**config.mk**
```make
export PLATFORM = sky130hd
export DESIGN_NAME = cia_pipe_adder
export DESIGN_NICKNAME = d
export VERILOG_FILES = /design/src/rtl/cia_pipe_adder.sv
export SDC_FILE = /design/constraint.sdc
export NUM_CORES = 1
export LEC_CHECK = 0
export ABC_AREA = 1
export CORE_AREA = 2 2 183 185
export CTS_CLUSTER_SIZE = 20
export DETAILED_ROUTE_END_ITERATION = 7
export DIE_AREA = 0 0 185 187
export PLACE_DENSITY = 0.69
export SYNTH_ARGS = -nofsm -noshare
export SYNTH_HDL_FRONTEND = slang
export SYNTH_SLANG_ARGS = --single-unit
```
**constraint.sdc**
```tcl
create_clock -name clk -period 4 [get_ports clk]
set_input_delay 0.8 -clock clk [delete_from_list [all_inputs] [get_ports clk]]
set_output_delay 0.8 -clock clk [all_outputs]
set_load 0.005 [all_outputs]
```
**src/rtl/cia_pipe_adder.sv**
```systemverilog
// cia_pipe_adder: two-stage pipelined carry-increment adder/subtractor.
// Stage 1 registers bit propagate terms and per-group ripple prefixes.
// Stage 2 resolves the group carry chain and holds sum/cout/ovf/zero.
// Valid/ready handshakes on both sides. At most two beats are in flight.
`timescale 1ns/1ps

module cia_pipe_adder #(
   parameter int N        = 64,
   parameter int GS       = 8,
   parameter int FLAGS_EN = 1
) (
   input  logic         clk,
   input  logic         rst_n,
   input  logic         in_valid,
   output logic         in_ready,
   input  logic [N-1:0] a,
   input  logic [N-1:0] b,
   input  logic         cin,
   input  logic         sub,
   output logic         out_valid,
   input  logic         out_ready,
   output logic [N-1:0] sum,
   output logic         cout,
   output logic         ovf,
   output logic         zero
);

   // Number of carry-increment groups; the last one may be narrower than GS.
   localparam int   NG  = (N + GS - 1) / GS;
   localparam logic FLG = (FLAGS_EN != 0);

   // Marks the most significant bit of every group (including a partial last group).
   function automatic logic [N-1:0] grp_msb_mask();
      logic [N-1:0] m;
      m = '0;
      for (int i = 0; i < N; i++) begin
         m[i] = ((i % GS) == (GS - 1)) || (i == N - 1);
      end
      return m;
   endfunction

   localparam logic [N-1:0] GRP_MSB = grp_msb_mask();

   // ---------------------------------------------------------------
   // Flow control
   // ---------------------------------------------------------------
   logic s1_valid, s2_valid;
   logic s1_load, s2_load;

   // Stage 1 can take a beat whenever some stage is empty or the output drains.
   assign in_ready  = ~s1_valid | ~s2_valid | out_ready;
   assign s1_load   = in_valid & in_ready;
   assign s2_load   = s1_valid & (~s2_valid | out_ready);
   assign out_valid = s2_valid;

   // Stage occupancy: a stage fills on load and empties when its beat moves on.
   always_ff @(posedge clk or negedge rst_n) begin
      if (!rst_n) begin
         s1_valid <= 1'b0;
         s2_valid <= 1'b0;
      end else begin
         // NOTE: state registers use non-blocking assignments so every flop
         // samples the pre-edge values regardless of statement order.
         if (s1_load)
            s1_valid <= 1'b1;
         else if (s2_load)
            s1_valid <= 1'b0;

         if (s2_load)
            s2_valid <= 1'b1;
         else if (out_ready)
            s2_valid <= 1'b0;
      end
   end

   // ---------------------------------------------------------------
   // Stage 1: operand conditioning and per-group local prefixes
   // ---------------------------------------------------------------
   logic [N-1:0]  bb, g, p;
   logic          c0_n;
   logic [N-1:0]  gl_n, pl_n;
   logic [NG-1:0] gg_n, gp_n;

   // Subtraction is a + ~b + 1, so cin is replaced by a forced carry of 1.
   always_comb begin
      bb   = sub ? ~b : b;
      c0_n = sub ? 1'b1 : cin;
      g    = a & bb;
      p    = a ^ bb;
   end

   // Ripple prefix inside each group, relative to the group LSB (carry-in 0).
   always_comb begin
      logic gacc;
      logic pacc;
      // NOTE: every output of a combinational block gets a default first so
      // no path leaves it unassigned and no latch is inferred.
      gl_n = '0;
      pl_n = '0;
      gg_n = '0;
      gp_n = '0;
      gacc = 1'b0;
      pacc = 1'b0;
      for (int i = 0; i < N; i++) begin
         if ((i % GS) == 0) begin
            gacc = g[i];
            pacc = p[i];
         end else begin
            gacc = g[i] | (p[i] & gacc);
            pacc = p[i] & pacc;
         end
         gl_n[i] = gacc;
         pl_n[i] = pacc;
         if (GRP_MSB[i]) begin
            gg_n[i / GS] = gacc;
            gp_n[i / GS] = pacc;
         end
      end
   end

   logic [N-1:0]  s1_p, s1_gl, s1_pl;
   logic [NG-1:0] s1_gg, s1_gp;
   logic          s1_c0, s1_amsb, s1_bmsb;

   // Stage 1 register: captures the prefix terms on an input transfer.
   always_ff @(posedge clk or negedge rst_n) begin
      if (!rst_n) begin
         s1_p    <= '0;
         s1_gl   <= '0;
         s1_pl   <= '0;
         s1_gg   <= '0;
         s1_gp   <= '0;
         s1_c0   <= 1'b0;
         s1_amsb <= 1'b0;
         s1_bmsb <= 1'b0;
      end else if (s1_load) begin
         s1_p    <= p;
         s1_gl   <= gl_n;
         s1_pl   <= pl_n;
         s1_gg   <= gg_n;
         s1_gp   <= gp_n;
         s1_c0   <= c0_n;
         s1_amsb <= a[N-1];
         s1_bmsb <= bb[N-1];
      end
   end

   // Local terms at each group MSB travel as GG/GP instead; fold them into a sink.
   logic grp_msb_unused;
   assign grp_msb_unused = ^((s1_gl | s1_pl) & GRP_MSB);

   // ---------------------------------------------------------------
   // Stage 2: group carry chain, sum and flags
   // ---------------------------------------------------------------
   logic [N-1:0] sum_n;
   logic         cout_n, ovf_n, zero_n;

   // Carry into each group ripples across groups; bits inside a group use
   // their registered local prefix combined with that group carry.
   always_comb begin
      logic cg;
      logic ci;
      sum_n = '0;
      cg    = s1_c0;
      ci    = 1'b0;
      for (int i = 0; i < N; i++) begin
         if (((i % GS) == 0) && (i != 0))
            cg = s1_gg[i / GS - 1] | (s1_gp[i / GS - 1] & cg);
         if ((i % GS) == 0)
            ci = cg;
         else
            ci = s1_gl[i - 1] | (s1_pl[i - 1] & cg);
         sum_n[i] = s1_p[i] ^ ci;
      end
      cout_n = s1_gg[NG-1] | (s1_gp[NG-1] & cg);
   end

   // Flags: overflow when like-signed operands give a differently-signed result.
   always_comb begin
      ovf_n  = FLG & ~(s1_amsb ^ s1_bmsb) & (sum_n[N-1] ^ s1_amsb);
      zero_n = FLG & ~|sum_n;
   end

   // Output register: loads when the beat in stage 1 may advance, else holds.
   always_ff @(posedge clk or negedge rst_n) begin
      if (!rst_n) begin
         sum  <= '0;
         cout <= 1'b0;
         ovf  <= 1'b0;
         zero <= 1'b0;
      end else if (s2_load) begin
         sum  <= sum_n;
         cout <= cout_n;
         ovf  <= ovf_n;
         zero <= zero_n;
      end
   end

endmodule

```
==> results, run 1 <==
- Derived from the worst setup path, the maximum achievable clock frequency is 0.2961 GHz.
- The share of synthesized area in the top cell type comes to 0.4989.
- In the layout the commonest cells are sky130_fd_sc_hd__nand2_1, sky130_fd_sc_hd__dfrtp_1, sky130_fd_sc_hd__clkdlybuf4s50_1.
- Data on the critical path is required at its endpoint by 4460 ps.
- The setup total negative slack is 0 ps.
- The transition time at the pin with the least slew margin is 869.6 ps.
- The maximum clock insertion buffer count is 3.
- The last weighted congestion value of the routability-driven placer is 0.8422.
- Relative to the synthesized area, the layout overhead comes to 26.43%.
- The fraction of the yosys area taken by sequential cells is 0.4989.
- The insertion delay of the later-clocked pin in the worst-skew pair is 530 ps.
- The number of antenna repair diodes is 0.
- The number of placed instances, taps included, is 2075.
- Grouping stages by cell kind, the critical path spends the most delay in simple AND/OR/NAND/NOR gates.
- The dominant register cell in the synthesized netlist is sky130_fd_sc_hd__dfrtp_1.
- Of all cell types, the one taking the most synthesized area is sky130_fd_sc_hd__dfrtp_1.
- From bottom edge to top edge, the die measures 187 µm.
- Synthesis handed over a netlist of 1471 instances.
- A synthesized cell averages 8.729 µm².
- The overall via count from detail_route is 10300.
- Entering global routing, the biggest net connects 140 pins.
- The clock input transition at the sequential cells of the worst setup and hold paths is 60 ps.
- Of the total power, the share spent switching nets is 0.3179.
- The sequential fraction of design power is 0.419.
- Summing all non-filler instances in the final layout gives an area of 0.01623 mm².
- The commonest non-fill, non-tap cell in the layout is sky130_fd_sc_hd__nand2_1.
- Setup repair after global routing left no endpoint under its margin.
- The TritonCTS clock tree is yes.
- The worst path setup slack after routing is 623.1 ps.
- The peak supply drop is 0.0002991 V.
- The critical path is of the reg2reg type.
- For this block, the routed nets add up to 32310 µm of wire.
- The via count of the first global-routing pass is 10570.
- For this run the aggregate overflow at the end of global routing stands at 0.
- The number of top-level pins is 203.
- The count of nets after finishing is 1862.
- The count of nets left with antenna violations after detail routing is 0.
- In this run the post-CTS setup repair buffer count came out at 0.
- The die covers 0.03460 mm².
- The worst setup slack before clock tree synthesis is 604.8 ps.
- In the routed layout, each cell is associated on average with a via count of 4.854.
- The number of hold buffers added after CTS was 0.
- The number of warnings reported in the yosys synthesis log is 0.
- Power spread over the standard cell area amounts to 508.3 mW/mm².
- For this run, design rule violations remaining after detail routing come to 0.
- In the final layout, flip-flops and latches occupy 0.006406 mm².
- In the synthesized netlist the async set-or-reset flop fraction comes to 1.000.
- In this run the horizontal extent of the chip is 185 µm.
- The leakage power is 7.895 nW.
- The number of sinks on the clock net is 256.
- Summing all multi-input logic gate instances after layout gives 0.005761 mm².
- The core footprint is 0.03286 mm².
- The initial DRC count is 638.
- For this run, the total global-route usage over all layers was measured as 0.1903.
- The flow ran to the end, and the final reports show no timing, DRC or antenna violations.
- For the worst setup path, the data arrival time is 3840 ps.
- The part of the power in combinational logic is 0.285.
- The number of enable-type register cells in the synthesized netlist is 0.
- The stage delay of the slowest cell on the critical path is 520 ps.
- The buffering stage count on the worst path with inverters included is 0.
- For the finished layout, the period the worst path requires is 3377 ps.
- The number of hold violations in the final report is 0.
- The count of state elements after synthesis is 256.
- The wire length per cell after detailed routing is 15.22 µm.
- For this design the total switching power over the nets is 2.623 mW.
- The detailed-routing iteration count for the pre-antenna-repair pass is 5.
- The worst setup path is captured at a register.
- Synthesis instantiated 29 different standard cells from the library.
- The final-layout fill cell count is 3110.
- The number of antenna violations at the first check in global routing is 0.
- The type of origin of the critical path is a register.
- The non-filler instance count after layout is 2123.
- The count of cells resized by post-cts repair is 0.
- The largest fanout of any net on the critical path is 9.
- By area the synthesized netlist is led by sky130_fd_sc_hd__dfrtp_1, sky130_fd_sc_hd__nand2_1, sky130_fd_sc_hd__ha_1.
- The slowest stage of the critical path is the sky130_fd_sc_hd__dfrtp_1 cell.
- The worst setup skew after layout is 10.62 ps.
- The post-route fraction of the period consumed by the critical path is 0.8442.
- During placement, the flow inserted port buffers numbering 202.
- In this run the number of H-tree levels came out at 1.
- Among the stages of the critical path, the cell type that occurs most often is sky130_fd_sc_hd__nand2_8.
- For this configuration, the core starts out at a cell density of 0.3907.
- The post-layout total power is 8.251 mW.
- After detailed placement, the total cell area comes to 0.01537 mm².
- Of the total power, the clock network draws 0.296.
- The mapped netlist covers 0.01284 mm².
- The design internal power is 5.628 mW.
- The floorplan row count is 67.
- The tightest min-delay check is of the in2async type.
- The number of max-cap violations is 0.
- The clock buffer count from CTS is 27.
- Headroom to the max-slew limit came out at 0.4203.
- CTS placed an instance of sky130_fd_sc_hd__clkbuf_16 at the clock tree root.
- Of the cells placed in the final design, the portion with a size suffix greater than 1 is 0.05134.
- The first global-routing pass estimated 53170 µm of wire.
- When the netlist entered floorplanning its net count stood at 1677.
- The placed wire-length estimate after detailed placement is 23210 µm.
- The number of pins with negative max-slew slack in the final report is 0.
- The final-report setup violation count is 0.
-- layer usage --
layer,track usage,wire [µm],vias to the layer above
met5,0,0,-
met4,0.05037,779,0
met3,0.02395,1534,48
met2,0.3209,15420,254
met1,0.2586,14580,4908
li1,-,-,5094
-- sequential cells by signal, summed over array words and instances (netlist names) --
| name | cells |
|---|---|
| s1_c0 | 1 |
| s1_gg | 1 |
| s1_p | 64 |
| zero | 1 |
| out_valid | 1 |
| s1_amsb | 1 |
| s1_valid | 1 |
| sum | 64 |
| cout | 1 |
| ovf | 1 |
| s1_bmsb | 1 |
| s1_gl | 63 |
| s1_pl | 55 |
| s1_gp | 1 |
-- final timing paths --
path,from,depth (start not counted),slack (ps),end
worst min-delay path,rst_n,1,300,sum[19]$_DFFE_PN0P_
worst max-delay path,s1_c0$_DFFE_PN0P_,28,620,zero$_DFFE_PN0P_
max in group asynchronous,rst_n,2,2640,s1_p[6]$_DFFE_PN0P_
min in group clk,s1_gl[0]$_DFFE_PN0P_,2,470,s1_gl[0]$_DFFE_PN0P_
worst max register to register,s1_c0$_DFFE_PN0P_,28,620,zero$_DFFE_PN0P_
worst min register to register,s1_gl[0]$_DFFE_PN0P_,2,470,s1_gl[0]$_DFFE_PN0P_
-- area by class of cell --
type / count / area share
multi-input combinational: 1033 / 0.3549
clock buffer: 38 / 0.04786
inverter: 122 / 0.02860
clock inverter: 10 / 0.005241
timing repair buffer: 216 / 0.1343
sequential: 256 / 0.3946
tap: 448 / 0.03453
-- kinds of logic after synthesis --
family | synth area share
AO/OA/AOI/OAI | 0.1107
XOR/XNOR | 0.06890
adder cells (fa/ha/maj) | 0.07016
buffers and inverters | 0.05389
flip-flops | 0.4989
AND/OR/NAND/NOR | 0.1974
-- metrics by stage --
stage / utilization / hold WS (ps)
6_report: 0.4940 / 300.5
5_1_grt: 0.4940 / 403.6
2_1_floorplan: - / 433.2
4_1_cts: 0.4940 / 366.1
3_3_place_gp: 0.4678 / 455.9
3_5_place_dp: 0.4678 / 460.1
-- power by group through the flow --
stage	clock [mW]	combinational [mW]	sequential [mW]
after floorplan	0	1.24	3.42
after global placement	0	2.34	3.48
after detailed placement	0	2.37	3.50
after CTS	2.50	2.39	3.46
after global routing	2.60	2.65	3.52
final	2.44	2.35	3.46
-- synth_stat cells (6+ instances only) --
master	instances
sky130_fd_sc_hd__nor3_1	10
sky130_fd_sc_hd__o31ai_1	11
sky130_fd_sc_hd__xor2_1	92
sky130_fd_sc_hd__buf_1	6
sky130_fd_sc_hd__clkbuf_1	52
sky130_fd_sc_hd__inv_1	122
sky130_fd_sc_hd__nand2_2	6
sky130_fd_sc_hd__a21oi_1	67
sky130_fd_sc_hd__nand2_4	7
sky130_fd_sc_hd__o21ai_0	158
sky130_fd_sc_hd__ha_1	72
sky130_fd_sc_hd__xnor2_1	9
sky130_fd_sc_hd__nand3_1	34
sky130_fd_sc_hd__o221ai_1	7
sky130_fd_sc_hd__a31oi_1	7
sky130_fd_sc_hd__o21bai_1	11
sky130_fd_sc_hd__nand2_8	9
sky130_fd_sc_hd__nor2_1	48
sky130_fd_sc_hd__nand2_1	469
sky130_fd_sc_hd__dfrtp_1	256
(Power assumes the default switching activity.)
==> run 2, diff against run 1 <==
- clock period: 4 -> 3.5 ns (I/O delays scaled with it)
==> run 2 against run 1 <==
Net effect:
- sequential cell count is the same
- register-to-register slack lost 280 ps
- count of clock-buffer cells in the layout grew 5
- final cell count grew 0.33%
- combinational power grew 15%
- critical path depth is the same
- sequential share of layout area shrank 0.29 points
- core utilization grew 0.36 points
- total power grew 16%
- clock power grew 20%
- die area is the same
- largest cell class unchanged
==> results, run 2 (synthesis gave the netlist of run 1 again) <==
- The number of antenna diodes in the final layout is 0.
- After detailed placement, the total cell area comes to 0.01543 mm².
- After detailed routing, the average wire length per cell comes to 15.24 µm.
- The wire-length estimate of the detail-placed layout is 23360 µm.
- The pre-antenna-repair detailed-routing pass consisted of 5 iterations.
- The minimum clock period after layout is 3161 ps.
- The data arrival time at the worst-slack endpoint is 3630 ps.
- The initialized floorplan defines 67 standard-cell rows.
- In this run the remaining antenna-violating nets after routing total 0.
- The core footprint is 0.03286 mm².
- The most numerous cell type found on the critical path is sky130_fd_sc_hd__nand2_8.
- The flow ran to the end, and the final reports show no timing, DRC or antenna violations.
- The min-delay analysis places its worst path in the category in2async.
- The routed via count divided by cell count is 4.830.
- In the layout the commonest cells are sky130_fd_sc_hd__nand2_1, sky130_fd_sc_hd__dfrtp_1, sky130_fd_sc_hd__clkdlybuf4s50_1.
- The total power per unit cell area is 585.0 mW/mm².
- The die is 187 µm tall.
- The via count of the first global-routing pass came to 10370.
- The initial DRC count is 721.
- The number of antenna violations at the first check in global routing is 1.
- The clock arrives with 7.960 ps of skew.
- The final-report setup violation count is 0.
- The number of buffers inserted for hold repair after clock tree synthesis is 0.
- Setup repair after global routing left no endpoint under its margin.
- The design area is 0.01635 mm².
- At the pin with the least slew margin, the transition time is 758.7 ps.
- The number of buffers inserted by port buffering is 202.
- The slowest stage of the critical path is the sky130_fd_sc_hd__dfrtp_1 cell.
- The initial standard-cell utilization of the core is 0.3907.
- The worst setup path is captured at a register.
- The maximum frequency from static timing analysis is 0.3164 GHz.
- At the later pin of the worst-skew pair, clock insertion delay measures 540 ps.
- At the worst endpoint, the required time is 3970 ps.
- Summed over all failing endpoints, the final setup total negative slack is 0 ps.
- STA classifies the critical path startpoint as a register.
- The number of remaining DRC errors is 0.
- The largest single stage delay on the critical path is 400 ps.
- In the final layout, the registers with the most flip-flops are s1_p (64), sum (64), s1_gl (63).
- The final layout contains 1868 nets.
- Clock tree synthesis inserted a total of 28 buffers.
- The library cell used most frequently in the layout, excluding fill and tap cells, is sky130_fd_sc_hd__nand2_1.
- The largest fanout of any net on the critical path is 8.
- The utilization after layout is 0.4976.
- The TritonCTS clock tree is yes.
- The maximum number of pins on one net before global-route repair is 140.
- No sink is reached through more buffers than the 3 on the longest clock path.
- The die is 185 µm wide.
- The number of pins with negative max-slew slack in the final report is 0.
- The leakage power is 7.971 nW.
- The overall via count from detail_route is 10290.
- Including well taps, the total number of placed cells is 2080.
- The start-to-end type of the worst setup path is reg2reg.
- The cell sitting at the root of the clock tree is a sky130_fd_sc_hd__clkbuf_16.
- For this design, the sink count on the clock tree is 256.
- The die area is 0.03460 mm².
- The number of top-level pins is 203.
- The global-route usage over all layers is 0.1887.
- The number of max-cap violations is 0.
- At the end of routability-driven placement, the weighted congestion stood at 0.8247.
- The post-route fraction of the period consumed by the critical path is 0.9031.
- The non-filler instance count after layout is 2130.
- The routed design has 32470 µm of wire.
- The area growth from synthesis to layout is 27.35%.
- CTS built an H-tree with a depth of 1.
- The clock input transition at the sequential cells of the worst setup and hold paths is 60 ps.
- The total global routing overflow is 0.
- Headroom to the max-slew limit came out at 0.4942.
- The number of hold violations in the final report came to 0.
- The wire length of the first global-routing pass is 52740 µm.
- The peak supply drop is 0.0003789 V.
- Of the cells placed in the final design, the portion with a size suffix greater than 1 is 0.05529.
==> run 2: cell count changes in the layout (fill, tap and decap cells not counted) <==
cell and delta:
sky130_fd_sc_hd__clkinv_2 +1, sky130_fd_sc_hd__buf_4 +3, sky130_fd_sc_hd__clkbuf_16 +2, sky130_fd_sc_hd__buf_12 +2, sky130_fd_sc_hd__inv_2 +1, sky130_fd_sc_hd__clkbuf_1 +1, sky130_fd_sc_hd__clkinvlp_4 -4, sky130_fd_sc_hd__clkbuf_8 +2
sky130_fd_sc_hd__inv_1 -1
==> run 2: final timing paths <==
| path | start | end | slack, ps | cells after the start |
|---|---|---|---|---|
| setup / recovery | s1_c0$_DFFE_PN0P_ | zero$_DFFE_PN0P_ | 340 | 28 |
| min in group clk | s1_gl[32]$_DFFE_PN0P_ | s1_gl[32]$_DFFE_PN0P_ | 470 | 2 |
| setup reg to reg | s1_c0$_DFFE_PN0P_ | zero$_DFFE_PN0P_ | 340 | 28 |
| max in group asynchronous | rst_n | s1_pl[47]$_DFFE_PN0P_ | 2460 | 2 |
| hold / removal | rst_n | s1_p[21]$_DFFE_PN0P_ | 200 | 1 |
| hold reg to reg | s1_gl[32]$_DFFE_PN0P_ | s1_gl[32]$_DFFE_PN0P_ | 470 | 2 |
==> run 2: where the power goes <==
group | internal, mW | leakage [nW] | total [mW] | switching, mW
sequential | 3.57 | 3.24 | 3.94 | 0.372
clock | 1.75 | 0.460 | 2.92 | 1.17
combinational | 1.26 | 4.27 | 2.70 | 1.44
total | 6.58 | 7.97 | 9.57 | 2.99
==> run 2: critical path, delay by kind of cell, from the launching register on <==
kind                     cells  cell delay (ps)
AND/OR/NAND/NOR             27             2360
flip-flops                   1              400
adder cells (fa/ha/maj)      1              310
==> run 2: layer usage <==
| metal | GRT usage | up-vias | part of all wire |
|---|---|---|---|
| li1 | - | 5103 | - |
| met1 | 0.2583 | 4885 | 0.45 |
| met2 | 0.3119 | 240 | 0.47 |
| met3 | 0.02843 | 58 | 0.049 |
| met4 | 0.05189 | 2 | 0.027 |
| met5 | 0 | - | 0.00040 |
==> run 2: layout make-up <==
type	count	area, µm²
fillers	3144	16510
well taps	448	560.5
clock inverters	7	60.06
multi-input cells	1033	5761
inverters	122	464.2
flip-flops and latches	256	6406
repair buffers	221	2242
clock buffers	43	858.3
==> run 2: stage by stage <==
stage | total power, mW | hold WS, ps | setup slack, ps
5_1_grt | 10.16 | 245.1 | 38.05
3_5_place_dp | 6.711 | 459.9 | 273.8
4_1_cts | 9.672 | 215.3 | 247.6
2_1_floorplan | 5.322 | 404.4 | 432.4
6_report | 9.566 | 200.7 | 339.1
3_3_place_gp | 6.668 | 453.8 | 352.9
==> run 2: repair_timing <==
item	in CTS	in global routing
gates resized for setup	0	1
endpoints found under the setup margin	0	1
buffers inserted	0	0
==> run 3, diff against run 2 <==
- DONT_BUFFER_PORTS: not set -> 1
- PLACE_DENSITY: 0.69 -> 0.61
==> run 3 against run 2 <==
Net effect:
- the flow now finishes with violations (hold timing)
- combinational power down 31%
- via count down 8.9%
- final cell count down 9.9%
- register-to-register slack worse by 30 ps
- non-clock buffer count down 213
- routed wire length down 4.3%
- first-iteration DRC count down 1.9%
- sequential share of layout area up 5.8 points
- critical path depth unchanged
- setup slack worse by 30 ps
- global-route usage down 0.80 points
==> results, run 3 (synthesis gave the netlist of run 1 again) <==
- The setup total negative slack is 0 ps.
- The depth of the worst register-to-register path is 28.
- The number of hold violations in the final report is 256.
- Among the stages of the critical path, the cell type that occurs most often is sky130_fd_sc_hd__nand2_8.
- Routability-driven placement finished with a final weighted congestion of 0.8085.
- The start-to-end type of the worst setup path is reg2reg.
- The cell family contributing the most delay on the critical path is simple AND/OR/NAND/NOR gates.
- In this run the worst setup path begins at s1_c0$_DFFE_PN0P_.
- Counting both buffers and inverters, the worst setup path holds a total of 0.
- Across every metal layer, demand over resource in global routing totals 0.1808.
- The growth of design area from synthesis to finish is 10.94%.
- The core footprint is 0.03286 mm².
- The die outline height is 187 µm.
- The checks that failed: hold timing.
- The clock root buffer is sky130_fd_sc_hd__clkbuf_16.
- The via count of the first global-routing pass came to 9390.
- The worst hold slack is -135.9 ps.
- The first global-routing pass estimated 50170 µm of wire.
- The worst setup path is launched from a register.
- Leaving out fill and tap cells, the most frequent cells in the layout are sky130_fd_sc_hd__nand2_1, sky130_fd_sc_hd__dfrtp_1, sky130_fd_sc_hd__o21ai_0.
- The die area is 0.03460 mm².
- Dividing the detail-routed wire length by the instance count gives 16.19 µm.
- The number of top-level pins is 203.
- Entering global routing, the biggest net connects 257 pins.
- The number of antenna violations at the first check in global routing is 1.
- The type of the tightest min-delay check is in2async.
- The maximum frequency from static timing analysis is 0.3134 GHz.
- TritonCTS built the clock tree.
- The count of nets left with antenna violations after detail routing is 0.
- The overall via count from detail_route is 9370.
- The die outline width is 185 µm.
- The placed wire-length estimate after detailed placement is 21720 µm.
- The number of pins with negative max-slew slack in the final report is 0.
- After detailed routing, the total wire length is 31060 µm.
- The floorplan row count is 67.
- The worst flop-to-flop path endpoint is zero$_DFFE_PN0P_.
- The slowest stage cell on the critical path is sky130_fd_sc_hd__dfrtp_1.
- The commonest non-fill, non-tap cell in the layout is sky130_fd_sc_hd__nand2_1.
- At the pin with the least slew margin, the transition time is 591.2 ps.
- The number of buffers inserted by port buffering is 0.
- Counting buffers and inverters, the worst setup path is 28 cells deep.
- After detailed routing, the number of remaining DRC violations is 0.
- The relative slew slack is 0.6059.
- The run finished, with violations left.
- For the worst setup path, the data required time is 3980 ps.
- After clock tree synthesis, the clock-pin slew on the worst setup and hold paths is 60 ps.
- On the worst path, the slowest cell contributes a delay of 400 ps.
- The kind of end point of the critical path is a register.
- The critical path ends at zero$_DFFE_PN0P_.
- In this run the critical register-to-register path is launched from s1_c0$_DFFE_PN0P_.
- Setup violations remaining at the end of the flow were counted as 0.
- The initial standard-cell utilization of the core is 0.3907.
- The detailed-routing iteration count for the pre-antenna-repair pass is 5.
- Counting I/O delays and the setup requirement, the final critical path takes 3191 ps.
- Counting the buffers created by CTS gives 28.
- Dividing the final minimum period by the clock period gives 0.9116.
- Data on the critical path arrives at its endpoint at 3670 ps.
- The insertion delay of the later-clocked pin in the worst-skew pair is 540 ps.
- In the final layout, the registers with the most flip-flops are s1_p (64), sum (64), s1_gl (63).
- The share of final-layout standard cells stronger than drive strength 1 is 0.05646.
- The number of max-cap violations is 0.
- After global routing the overflow that remains totals 0.
- The peak supply drop is 0.0003310 V.
- The worst setup skew after layout is 12.08 ps.
- The routed via count divided by cell count is 4.883.
- In this run the worst path has a maximum fanout of 8.
- In this run, the number of DRC markers left after iteration 0 of detailed routing was 707.
- Power spread over the standard cell area amounts to 623.2 mW/mm².
- In this run the number of H-tree levels came out at 1.
- The maximum clock insertion buffer count is 3.
- In this run the register-to-register setup slack is 310 ps.
- The final-layout fill cell count is 3299.
- The leakage power is 7.130 nW.
- Setup repair after global routing left no endpoint under its margin.
- The post-layout total power is 8.877 mW.
- The clock net in this run drives a total of 256 sinks.
- After the last flow step, the layout net total stands at 1655.
[run 3: cell count changes in the layout (fill, tap and decap cells not counted), sizes merged]
cell,before,now
clkinvlp,0,1
buf,21,8
diode,0,1
clkdlybuf4s50,200,0
[run 3: area by class of cell]
cell class,count,area (µm²),area share
Antenna cell,1,2.502,0.0001757
Timing Repair Buffer,8,97.59,0.006851
Multi-Input combinational cell,1033,5761,0.4044
Sequential cell,256,6406,0.4497
Clock buffer,43,878.3,0.06166
Tap cell,448,560.5,0.03935
Clock inverter,8,75.07,0.005270
Inverter,122,464.2,0.03259
[run 3: worst min-delay path by stage]
stage | start | slack [ps] | depth (start not counted) | to
5_1_grt | rst_n | -160 | 0 | s1_gl[21]$_DFFE_PN0P_
6_report | rst_n | -140 | 0 | s1_p[21]$_DFFE_PN0P_
4_1_cts | rst_n | -160 | 0 | s1_p[21]$_DFFE_PN0P_
3_3_place_gp | rst_n | 420 | 0 | s1_gl[20]$_DFFE_PN0P_
2_1_floorplan | rst_n | 400 | 0 | cout$_DFFE_PN0P_
3_5_place_dp | rst_n | 420 | 0 | s1_p[21]$_DFFE_PN0P_
[run 3: metal layers]
layer	routed length [µm]	global-route usage	vias up
li1	-	-	4691
met1	14300	0.2509	4456
met2	14640	0.2946	183
met3	1465	0.03232	40
met4	649	0.04151	0
met5	0	0	-
[run 3: power by group]
group	switching, mW	leakage (nW)	internal, mW
logic	1.18	3.42	0.677
clock network	1.21	0.472	1.79
registers	0.449	3.24	3.57
[run 3: stage by stage]
| stage | utilization | area [µm²] | std cells | setup WS, ps |
|---|---|---|---|---|
| 3_3_place_gp | 0.4044 | 13290 | 1867 | 332.4 |
| 6_report | 0.4335 | 14240 | 1919 | 309.2 |
| 5_1_grt | 0.4334 | 14240 | 1918 | 23.29 |
| 2_1_floorplan | - | 12840 | 1471 | 432.4 |
| 4_1_cts | 0.4334 | 14240 | 1918 | 242.4 |
| 3_5_place_dp | 0.4044 | 13290 | 1867 | 248.9 |
[run 3: repair_timing]
| item | CTS | global route |
|---|---|---|
| setup buffers | 0 | 0 |
| gates resized for setup | 0 | 1 |
| endpoints found under the hold margin | 256 | 256 |
| setup endpoints to repair | 0 | 1 |
